[src/rtl/cache_axi_bridge.sv]
// cache_axi_bridge: arbitrates cache/uncached read clients and one write client onto an AXI-style master
// Ports:
//   clk, rst                  clock, synchronous active-high reset
//   rd_req_i/rd_addr_i/rd_uncached_i -> rd_valid_o/rd_line_o/rd_word_o   read clients (index 0 highest priority)
//   wr_req_i/wr_uncached_i/wr_addr_i/wr_line_i -> wr_done_o             write client
//   axi_ren_o/axi_rready_o/axi_raddr_o/axi_rlen_o, rdata_i/rdata_valid_i AXI read side
//   axi_wen_o/axi_wvalid_o/axi_waddr_o/axi_wdata_o/axi_wlast_o/axi_wlen_o, wdata_resp_i  AXI write side
// Define CACHE_AXI_RR_ARB_EN for round-robin read arbitration; fixed priority otherwise.
module cache_axi_bridge #(
  parameter int NUM_RD = 3,
  parameter int LINE_W = 8,
  parameter int ADDR_W = 32,
  parameter int DATA_W = 32
) (
  input  logic                     clk,
  input  logic                     rst,
  input  logic [NUM_RD-1:0]        rd_req_i,
  input  logic [NUM_RD*ADDR_W-1:0] rd_addr_i,
  input  logic [NUM_RD-1:0]        rd_uncached_i,
  output logic [NUM_RD-1:0]        rd_valid_o,
  output logic [LINE_W*DATA_W-1:0] rd_line_o,
  output logic [DATA_W-1:0]        rd_word_o,
  input  logic                     wr_req_i,
  input  logic                     wr_uncached_i,
  input  logic [ADDR_W-1:0]        wr_addr_i,
  input  logic [LINE_W*DATA_W-1:0] wr_line_i,
  output logic                     wr_done_o,
  output logic                     axi_ren_o,
  output logic                     axi_rready_o,
  output logic [ADDR_W-1:0]        axi_raddr_o,
  output logic [3:0]               axi_rlen_o,
  input  logic [DATA_W-1:0]        rdata_i,
  input  logic                     rdata_valid_i,
  output logic                     axi_wen_o,
  output logic                     axi_wvalid_o,
  output logic [ADDR_W-1:0]        axi_waddr_o,
  output logic [DATA_W-1:0]        axi_wdata_o,
  output logic                     axi_wlast_o,
  output logic [3:0]               axi_wlen_o,
  input  logic                     wdata_resp_i
);
  localparam int GW = NUM_RD > 1 ? $clog2(NUM_RD) : 1;
  localparam int LW = $clog2(LINE_W);
  typedef enum logic [1:0] {R_IDLE, R_BUSY, R_DONE} r_state_t;
  typedef enum logic [1:0] {W_IDLE, W_BUSY, W_DONE} w_state_t;
  r_state_t rs;
  w_state_t ws;
  logic [GW-1:0] grant, pick, idx;
  logic [ADDR_W-1:0] raddr, waddr;
  logic runc, wunc;
  logic [LW-1:0] rc, wc, wsel;
  logic [LINE_W*DATA_W-1:0] wline;
`ifdef CACHE_AXI_RR_ARB_EN
  logic [GW-1:0] rr_ptr;
  always_ff @(posedge clk)
    if (rst) rr_ptr <= GW'(NUM_RD - 1);
    else if (rs == R_IDLE && |rd_req_i) rr_ptr <= pick;
`endif
  // Scan from lowest to highest priority so the highest-priority requester is written last.
  always_comb begin
    pick = '0;
    idx = '0;
    for (int k = NUM_RD - 1; k >= 0; k--) begin
`ifdef CACHE_AXI_RR_ARB_EN
      idx = GW'((int'(rr_ptr) + 1 + k) % NUM_RD);
`else
      idx = GW'(k);
`endif
      if (rd_req_i[idx]) pick = idx;
    end
  end
  always_ff @(posedge clk)
    if (rst) begin
      rs <= R_IDLE;
      grant <= '0;
      raddr <= '0;
      runc <= 1'b0;
      rc <= '0;
      rd_line_o <= '0;
      rd_word_o <= '0;
    end else
      case (rs)
        R_IDLE: if (|rd_req_i) begin
          rs <= R_BUSY;
          grant <= pick;
          raddr <= rd_addr_i[pick*ADDR_W +: ADDR_W];
          runc <= rd_uncached_i[pick];
          rc <= '0;
        end
        R_BUSY: if (rdata_valid_i) begin
          rd_line_o[rc*DATA_W +: DATA_W] <= rdata_i;
          rd_word_o <= rdata_i;
          rc <= rc + 1'b1;
          if (runc || rc == LW'(LINE_W - 1)) rs <= R_DONE;
        end
        default: rs <= R_IDLE;
      endcase
  assign rd_valid_o   = rs == R_DONE ? NUM_RD'(1) << grant : '0;
  assign axi_ren_o    = rs == R_BUSY;
  assign axi_rready_o = axi_ren_o;
  assign axi_raddr_o  = !axi_ren_o ? '0 : runc ? raddr : {raddr[ADDR_W-1:LW+2], rc, 2'b00};
  assign axi_rlen_o   = runc ? 4'd0 : 4'(LINE_W - 1);
  always_ff @(posedge clk)
    if (rst) begin
      ws <= W_IDLE;
      waddr <= '0;
      wunc <= 1'b0;
      wc <= '0;
      wline <= '0;
    end else
      case (ws)
        W_IDLE: if (wr_req_i) begin
          ws <= W_BUSY;
          waddr <= wr_addr_i;
          wunc <= wr_uncached_i;
          wline <= wr_line_i;
          wc <= '0;
        end
        W_BUSY: if (wdata_resp_i) begin
          wc <= wc + 1'b1;
          if (axi_wlast_o) ws <= W_DONE;
        end
        default: ws <= W_IDLE;
      endcase
  assign wsel         = wunc ? '0 : wc;
  assign wr_done_o    = ws == W_DONE;
  assign axi_wen_o    = ws == W_BUSY;
  assign axi_wvalid_o = axi_wen_o;
  assign axi_waddr_o  = !axi_wen_o ? '0 : wunc ? waddr : {waddr[ADDR_W-1:LW+2], wc, 2'b00};
  assign axi_wdata_o  = wline[wsel*DATA_W +: DATA_W];
  assign axi_wlast_o  = axi_wen_o && (wunc || wc == LW'(LINE_W - 1));
  assign axi_wlen_o   = wunc ? 4'd0 : 4'(LINE_W - 1);
endmodule

[config.mk]
export PLATFORM = sky130hd
export DESIGN_NAME = cache_axi_bridge
export DESIGN_NICKNAME = d
export VERILOG_FILES = /design/src/rtl/cache_axi_bridge.sv
export SDC_FILE = /design/constraint.sdc
export NUM_CORES = 1
export LEC_CHECK = 0
export CAP_MARGIN = 20
export CORE_AREA = 2 2 324 326
export DETAILED_ROUTE_END_ITERATION = 6
export DIE_AREA = 0 0 326 328
export SLEW_MARGIN = 30
export SYNTH_ARGS = -nofsm -noshare
export SYNTH_HDL_FRONTEND = slang
export SYNTH_SLANG_ARGS = --single-unit
[constraint.sdc]
create_clock -name clk -period 6.1 [get_ports clk]
set_input_delay 1.83 -clock clk [delete_from_list [all_inputs] [get_ports clk]]
set_output_delay 1.83 -clock clk [all_outputs]
set_load 0.01 [all_outputs]
Word level (Yosys, flattened, before mapping)
Cells that the tools add are included.
- register bits: 622
- input port bits: 428
- word-level logic and storage cells: 76
- add/subtract/negate cells: 3
- order comparisons: 1
- eq/ne operators: 12
- shifts and indexed selects: 5
- muxes and demuxes: 28
- reduce and logical (&&, ||, !) cells: 15
- operators by type and width (operator ; count):
    bitwise mux 256 bit ; 1
    variable shift 32 x 34 -> 256 bit (first input constant) ; 1
    indexed part select 256 x 9 -> 32 bit ; 1
    indexed part select 32 x 34 -> 256 bit ; 1
    indexed part select 96 x 8 -> 32 bit ; 1
    two-way mux 32 bit ; 2
    negation 8 -> 34 bit ; 1
    two-way mux 3 bit ; 8
    two-way mux 2 bit ; 9
    one-hot mux 3 bit (2 select lines) ; 2
    AND reduction 3 bit ; 4
    two-way mux 5 bit ; 2
    != test 2 x 1 -> 1 bit (second input constant) ; 4
    one-hot mux 2 bit (2 select lines) ; 2
    adder 3 x 1 -> 3 bit (second input constant) ; 2
    == test 3 bit (second input constant) ; 2
    AND reduction 2 bit ; 3
    == test 2 x 1 -> 1 bit (second input constant) ; 2
    == test 2 bit (second input constant) ; 2
    logical NOT 2 bit ; 2
    != test 2 bit (second input constant) ; 2
    nonzero test 2 bit ; 2
    less-than comparator 2 x 3 -> 1 bit (second input constant) ; 1
    OR reduction 3 bit ; 1
    other kinds (5) ; 6

Depth between registers and ports, before layout
Gate-level depths: netlist of run 1.
- depth after elaboration: 6
- gate-level depth with buffers: 11

Worst setup path after synthesis of run 1
OpenSTA, ideal clock, no wires.
- path type: reg2out
- start: register wc[0]
- end: output axi_wdata_o[0]
- data arrival time: 1.638 ns
- setup slack: 2.632 ns
- stages on the path, launching flop included: 6
- buffers on the path: 3
- cell sequence: dfxtp_1 buf_2 clkbuf_1 clkbuf_1 a211oi_1 o311ai_0
- word-level cells in the longest chain between the ends: 2
- RTL lines (element ; RTL line ; source):
    start, declared ; 51 ; logic [LW-1:0] rc, wc, wsel;
    start signal, assigned ; 120 ; wc <= wc + 1'b1;
    two-way mux 3 bit ; 125 ; assign wsel = wunc ? '0 : wc;
    indexed part select 256 x 9 -> 32 bit ; 130 ; assign axi_wdata_o = wline[wsel*DATA_W +: DATA_W];
    end, declared ; 37 ; output logic [DATA_W-1:0] axi_wdata_o,
Every way passes these cells.

Worst setup path after layout of run 1
- start: register wc[2]
- end: output axi_wdata_o[21]
Same word-level chain as after synthesis.

==> results of run 1 <==
## worst min path at each step
stage                           end  slack [ps]  cells after the start
after floorplan           waddr[10]         430                      2
after global placement    waddr[18]         440                      2
after detailed placement   waddr[5]         440                      2
after CTS                 waddr[21]         450                      2
after global routing       waddr[5]         470                      2
final                      waddr[8]         450                      2
## layer usage
| layer | vias up | wire, um | track usage |
|---|---|---|---|
| met5 | - | 44 | 0 |
| met4 | 10 | 6860 | 0.119 |
| met3 | 213 | 9800 | 0.0627 |
| met2 | 1046 | 61100 | 0.383 |
| met1 | 12762 | 51100 | 0.268 |
| li1 | 12347 | - | - |
## final cells by class
cell class | instances | area share
tap | 1380 | 0.0442
clock buffer | 102 | 0.0535
clock inverter | 32 | 0.0118
antenna | 8 | 0.000512
inverter | 10 | 0.00112
timing repair buffer | 883 | 0.226
multi-input combinational | 2262 | 0.344
sequential | 622 | 0.319
## per-stage QoR
step	instance area (sq um)	std cells	utilization
2_1_floorplan	27200	3212	-
3_5_place_dp	36500	5156	0.353
3_3_place_gp	36400	5152	0.353
6_report	39100	5299	0.379
4_1_cts	39000	5290	0.378
5_1_grt	39100	5294	0.379
## state kept, by name, indices dropped and copies added, names as in the netlist, 3 cells and up
register	count
waddr	32
rc	3
raddr	32
rd_word_o	32
wc	3
wline	256
rd_line_o	256
## power groups by stage
stage / clock (uW) / combinational, uW / sequential, uW
after floorplan: 0 / 666 / 4390
after global placement: 0 / 1360 / 4470
after detailed placement: 0 / 1370 / 4470
after CTS: 4770 / 1380 / 4380
after global routing: 4940 / 1470 / 4390
final: 4680 / 1380 / 4380
## worst register-to-register path: cells and delay by family, from the launching register on
kind	cells	cell delay (ps)
AND/OR/NAND/NOR	1	750
flip-flops	1	630
buffers and inverters	2	630
AO/OA/AOI/OAI	1	610
adder cells (fa/ha/maj)	2	500
multiplexers	1	140
## kinds of logic (layout without fill, tap and decap cells)
group	count (synthesis)	after routing
other	1	10
AND/OR/NAND/NOR	1314	1314
flip-flops	622	622
multiplexers	218	218
AO/OA/AOI/OAI	719	719
buffers and inverters	328	1027
adder cells (fa/ha/maj)	9	9
## placed cells by master, fill, tap and decap left out, types with 13 or more instances in the layout
| master | netlist | routed |
|---|---|---|
| clkinv_2 | 0 | 13 |
| or2_2 | 34 | 34 |
| and3b_1 | 65 | 64 |
| clkbuf_16 | 0 | 76 |
| nand3_1 | 52 | 50 |
| nand2_1 | 874 | 873 |
| o21ai_0 | 52 | 52 |
| and2_1 | 85 | 85 |
| a22o_1 | 64 | 64 |
| a2bb2oi_1 | 33 | 33 |
| o31ai_1 | 16 | 16 |
| clkbuf_1 | 215 | 17 |
| or3b_2 | 36 | 35 |
| o311ai_0 | 33 | 32 |
| o32ai_2 | 30 | 30 |
| buf_4 | 17 | 46 |
| nand4_1 | 42 | 42 |
| o22ai_1 | 33 | 33 |
| dfxtp_1 | 622 | 618 |
| clkdlybuf4s50_1 | 0 | 818 |
| mux2i_1 | 202 | 202 |
| nor2b_1 | 65 | 65 |
| nor2_1 | 16 | 14 |
| a21oi_1 | 397 | 397 |
| a211oi_1 | 32 | 32 |
==> metrics.cfg, run 1 <==
[setup_path]
crit_required_ps = 4270
endpoint_kind = primary output
crit_path_end = axi_wdata_o[21]
crit_family = simple AND/OR/NAND/NOR gates
cp_max_fo = 43
crit_cells = 5
cpMaxStageDelayCell = or3b_2
start_kind = flop
reg2reg_slack_ps = 2760
worstPathCellList = or3b_2 -> a2bb2oi_1 -> o311ai_1 -> buf_4 -> clkdlybuf4s50_1
reg2reg_depth = 7
crit_start = wc[2]
r2r_end = rd_line_o[40]
cp.arrival_ps = 3630
path_class = reg2out
reg2reg_from = rc[1]
critPathBufInv = 2
critical_path.max_stage_delay_ps = 890

[clock_network]
numCtsBuffers = 76
cts_tree = yes
clockBufferDepth = 3
clkTransAtPathRegs_ps = 60
clk_latency_ps = 670
cts_setup_buffers = 0
root_buffer = clkbuf_16
clock-sinks = 622
cts.repair.resized = 0
postCtsHoldBufs = 0
htreeDepth = 3

[power]
power.internal_uw = 7550
p_clk_frac = 0.448
seq_power_share = 0.420
ir_worst_vdd_mv = 0.209
switching_share = 0.276
powerDensity_nw_per_um2 = 267
leakage_uw = 0.0141
p_total_uw = 10400
power.switching_uw = 2880
p_comb_frac = 0.132

[floorplanning]
dieWidth_um = 326
fp.dieH_um = 328
rows = 118
floorplan.initialDensity = 0.263
ios = 829
coreArea_sq_um = 103000
die-area_sq_um = 107000

[synth]
synthesis.area_sq_um = 27200
ys_async_sr_fraction = 0
synth_common_cells = nand2_1 (874), dfxtp_1 (622), a21oi_1 (397)
synth-seq-cells = 622
muxShareOfSynthArea = 0.0810
synth_fa_ha_area_frac = 0.00414
ys_warn_count = 0
synthXorXnorAreaFrac = 0
ys_types = 61
yosys.cell_count.top_type = nand2_1
syn_inst = 3211
synth_simple_gate_area_frac = 0.232
syn-mean-instance-area_sq_um = 8.47
synth_edf_count = 0
synth-compound-area-share = 0.173
synthTopCellsByArea = dfxtp_1 (46%), nand2_1 (12%), mux2i_1 (7.4%)
synth_top_cell_by_area = dfxtp_1
seq_area_frac_synth = 0.458
synth_top_flop_cell = dfxtp_1
synth_top_area_frac = 0.458
synth_top_family_by_area = simple AND/OR/NAND/NOR gates

[routing]
drc = 0
wl_per_cell_um = 24.3
ant_nets = 0
dr.first_iter.drc_count = 2091
drtPass1Iterations = 6
drt_wl_total_mm = 129
vias = 26378
viasPerCell = 4.98

[final_layout]
fin_nets = 4292
n_fill_cell = 10592
layout-drive-gt1-share = 0.0826
syn_to_final_growth_pct = 43.7
multiInputGateArea_sq_um = 13500
seqCellArea_sq_um = 12500

[hold_path]
hold_path.class = reg2reg
hp-start = waddr[8]

[sta]
slew_headroom = 0.338
timing.final.crit_share = 0.896
max_slew.worst_pin.slew_ps = 989
min_period_ps = 5460
skew_ps = 56.5
tns_ps = 0
rsz0062_at_grt = false
worst_slack_ps = 636
max_freq_ghz = 0.183
slew_violations = 0
hold_viol = 0
setup_viol = 0
finalHoldWorstSlack_ps = 448

[global_routing]
grt_pass1_vias = 25637
grt_use_total = 0.229
grt_overflow = 0
grt_max_degree = 161
grt_pass1_wl_mm = 181
antenna_found_initial = 17

[placement]
post-place-ws_ps = 1350
io_buffers = 826
hpwl_mm = 92.9
gp_congestion = 0.925

[flow_run]
maxCapViolCount = 0

[run_status]
status = finished, final reports clean

Note: power is estimated with default switching activity, not from simulation.
==> run 2: changes to the inputs <==
--- a/config.mk
+++ b/config.mk
@@ -6,9 +6,10 @@
 export NUM_CORES = 1
 export LEC_CHECK = 0
 export CAP_MARGIN = 20
-export CORE_AREA = 2 2 324 326
+export CORE_AREA = 2 2 326 328
+export CTS_CLUSTER_SIZE = 24
 export DETAILED_ROUTE_END_ITERATION = 6
-export DIE_AREA = 0 0 326 328
+export DIE_AREA = 0 0 328 330
 export SLEW_MARGIN = 30
 export SYNTH_ARGS = -nofsm -noshare
 export SYNTH_HDL_FRONTEND = slang
==> run 2 against run 1 <==
Against the previous run: first-iteration DRC count decreased by 11%; critical path type unchanged; highest routed layer unchanged; critical path depth unchanged; sequential share of layout area about the same; design area about the same.
==> metrics.cfg, run 2 (synthesized netlist as in run 1, its figures left out) <==
[routing]
dr.max_layer_used = met5
met1Wirelength_mm = 49.9
viasPerCell = 4.98
met2_length_mm = 61.3
drc = 0
drtPass1Iterations = 5
vias = 26435
drt_wl_total_mm = 126
met3_wirelength_mm = 9.46
wl_per_cell_um = 23.8
dr.first_iter.drc_count = 1870
ant_nets = 0

[global_routing]
grt_use_total = 0.220
grt_pass1_vias = 25399
grt_max_degree = 174
grt_overflow = 0
antenna_found_initial = 15
grt_pass1_wl_mm = 177

[final_layout]
layout-drive-gt1-share = 0.0832
final_cell_mix = nand2_1 (873), clkdlybuf4s50_1 (821), dfxtp_1 (618), a21oi_1 (397), mux2i_1 (202)
multiInputGateArea_sq_um = 13400
n_fill_cell = 10703
largestRegisters = rd_line_o: 256 flops, wline: 256 flops
fin_nets = 4285
syn_to_final_growth_pct = 43.6
final_common_cell = nand2_1
seqCellArea_sq_um = 12500
finalInstanceArea_sq_um = 39000

[floorplanning]
dieWidth_um = 328
coreArea_sq_um = 105000
rows = 119
die-area_sq_um = 108000
floorplan.initialDensity = 0.260
fp.dieH_um = 330
ios = 829

[setup_path]
cp_max_fo = 23
reg2reg_slack_ps = 2340
start_kind = flop
cp.arrival_ps = 3560
endpoint_kind = primary output
crit_required_ps = 4270
path_class = reg2out

[sta]
finalHoldWorstSlack_ps = 450
slew_headroom = 0.320
hold_viol = 0
max_freq_ghz = 0.186
tns_ps = 0
min_period_ps = 5390
worst_slack_ps = 714
skew_ps = 47.0
slew_violations = 0
timing.final.crit_share = 0.883
max_slew.worst_pin.slew_ps = 1020
rsz0062_at_grt = false
setup_viol = 0

[placement]
place_area_sq_um = 36400
io_buffers = 826
gp_congestion = 0.893
hpwl_mm = 90.9
post-place-ws_ps = 1390

[power]
powerDensity_nw_per_um2 = 268
p_total_uw = 10500
ir_worst_vdd_mv = 0.216
leakage_uw = 0.0141

[clock_network]
numCtsBuffers = 75
cts_tree = yes
postCtsHoldBufs = 0
clkTransAtPathRegs_ps = 60
clock-sinks = 622
clk_latency_ps = 650
htreeDepth = 3
cts_setup_buffers = 0
cts.repair.resized = 0
clockBufferDepth = 3
root_buffer = clkbuf_16

[flow_run]
maxCapViolCount = 0

[hold_path]
hold_path.class = reg2reg

[run_status]
status = finished, final reports clean

[run 2: worst max-delay path, stage by stage, from the launching register on]
cell,delay [ps]
dfxtp_4,480
nand2b_1,440
buf_4,320
a211oi_1,170
o311ai_0,810
clkdlybuf4s50_1,690
[run 2: stage by stage]
stage / std cells / util
after floorplan: 3212 / -
after global placement: 5160 / 0.348
after detailed placement: 5162 / 0.348
after CTS: 5299 / 0.373
after global routing: 5305 / 0.373
final: 5307 / 0.373
[run 2: power by group]
| part | internal (uW) | switching (uW) |
|---|---|---|
| combinational | 609 | 749 |
| clock | 2770 | 1960 |
| sequential | 4230 | 149 |
[run 2: area by class of cell]
| cell class | instances | area share |
|---|---|---|
| clock inverters | 39 | 0.0122 |
| flip-flops and latches | 622 | 0.319 |
| multi-input cells | 2262 | 0.344 |
| diodes | 8 | 0.000513 |
| clock buffers | 98 | 0.0542 |
| inverters | 10 | 0.00109 |
| well taps | 1391 | 0.0446 |
| repair buffers | 877 | 0.224 |
[run 2: path summary, 6_finish.rpt]
kind                  from              end  cells after the start
setup / recovery      wunc  axi_wdata_o[22]                      5
setup reg to reg     rc[1]    rd_line_o[36]                      8
hold / removal    waddr[9]         waddr[9]                      2
hold reg to reg   waddr[9]         waddr[9]                      2
[run 2: per-layer routing]
metal	GRT usage	vias up
li1	-	12327
met3	0.0553	218
met4	0.0995	8
met1	0.258	12809
met5	0	-
met2	0.379	1073
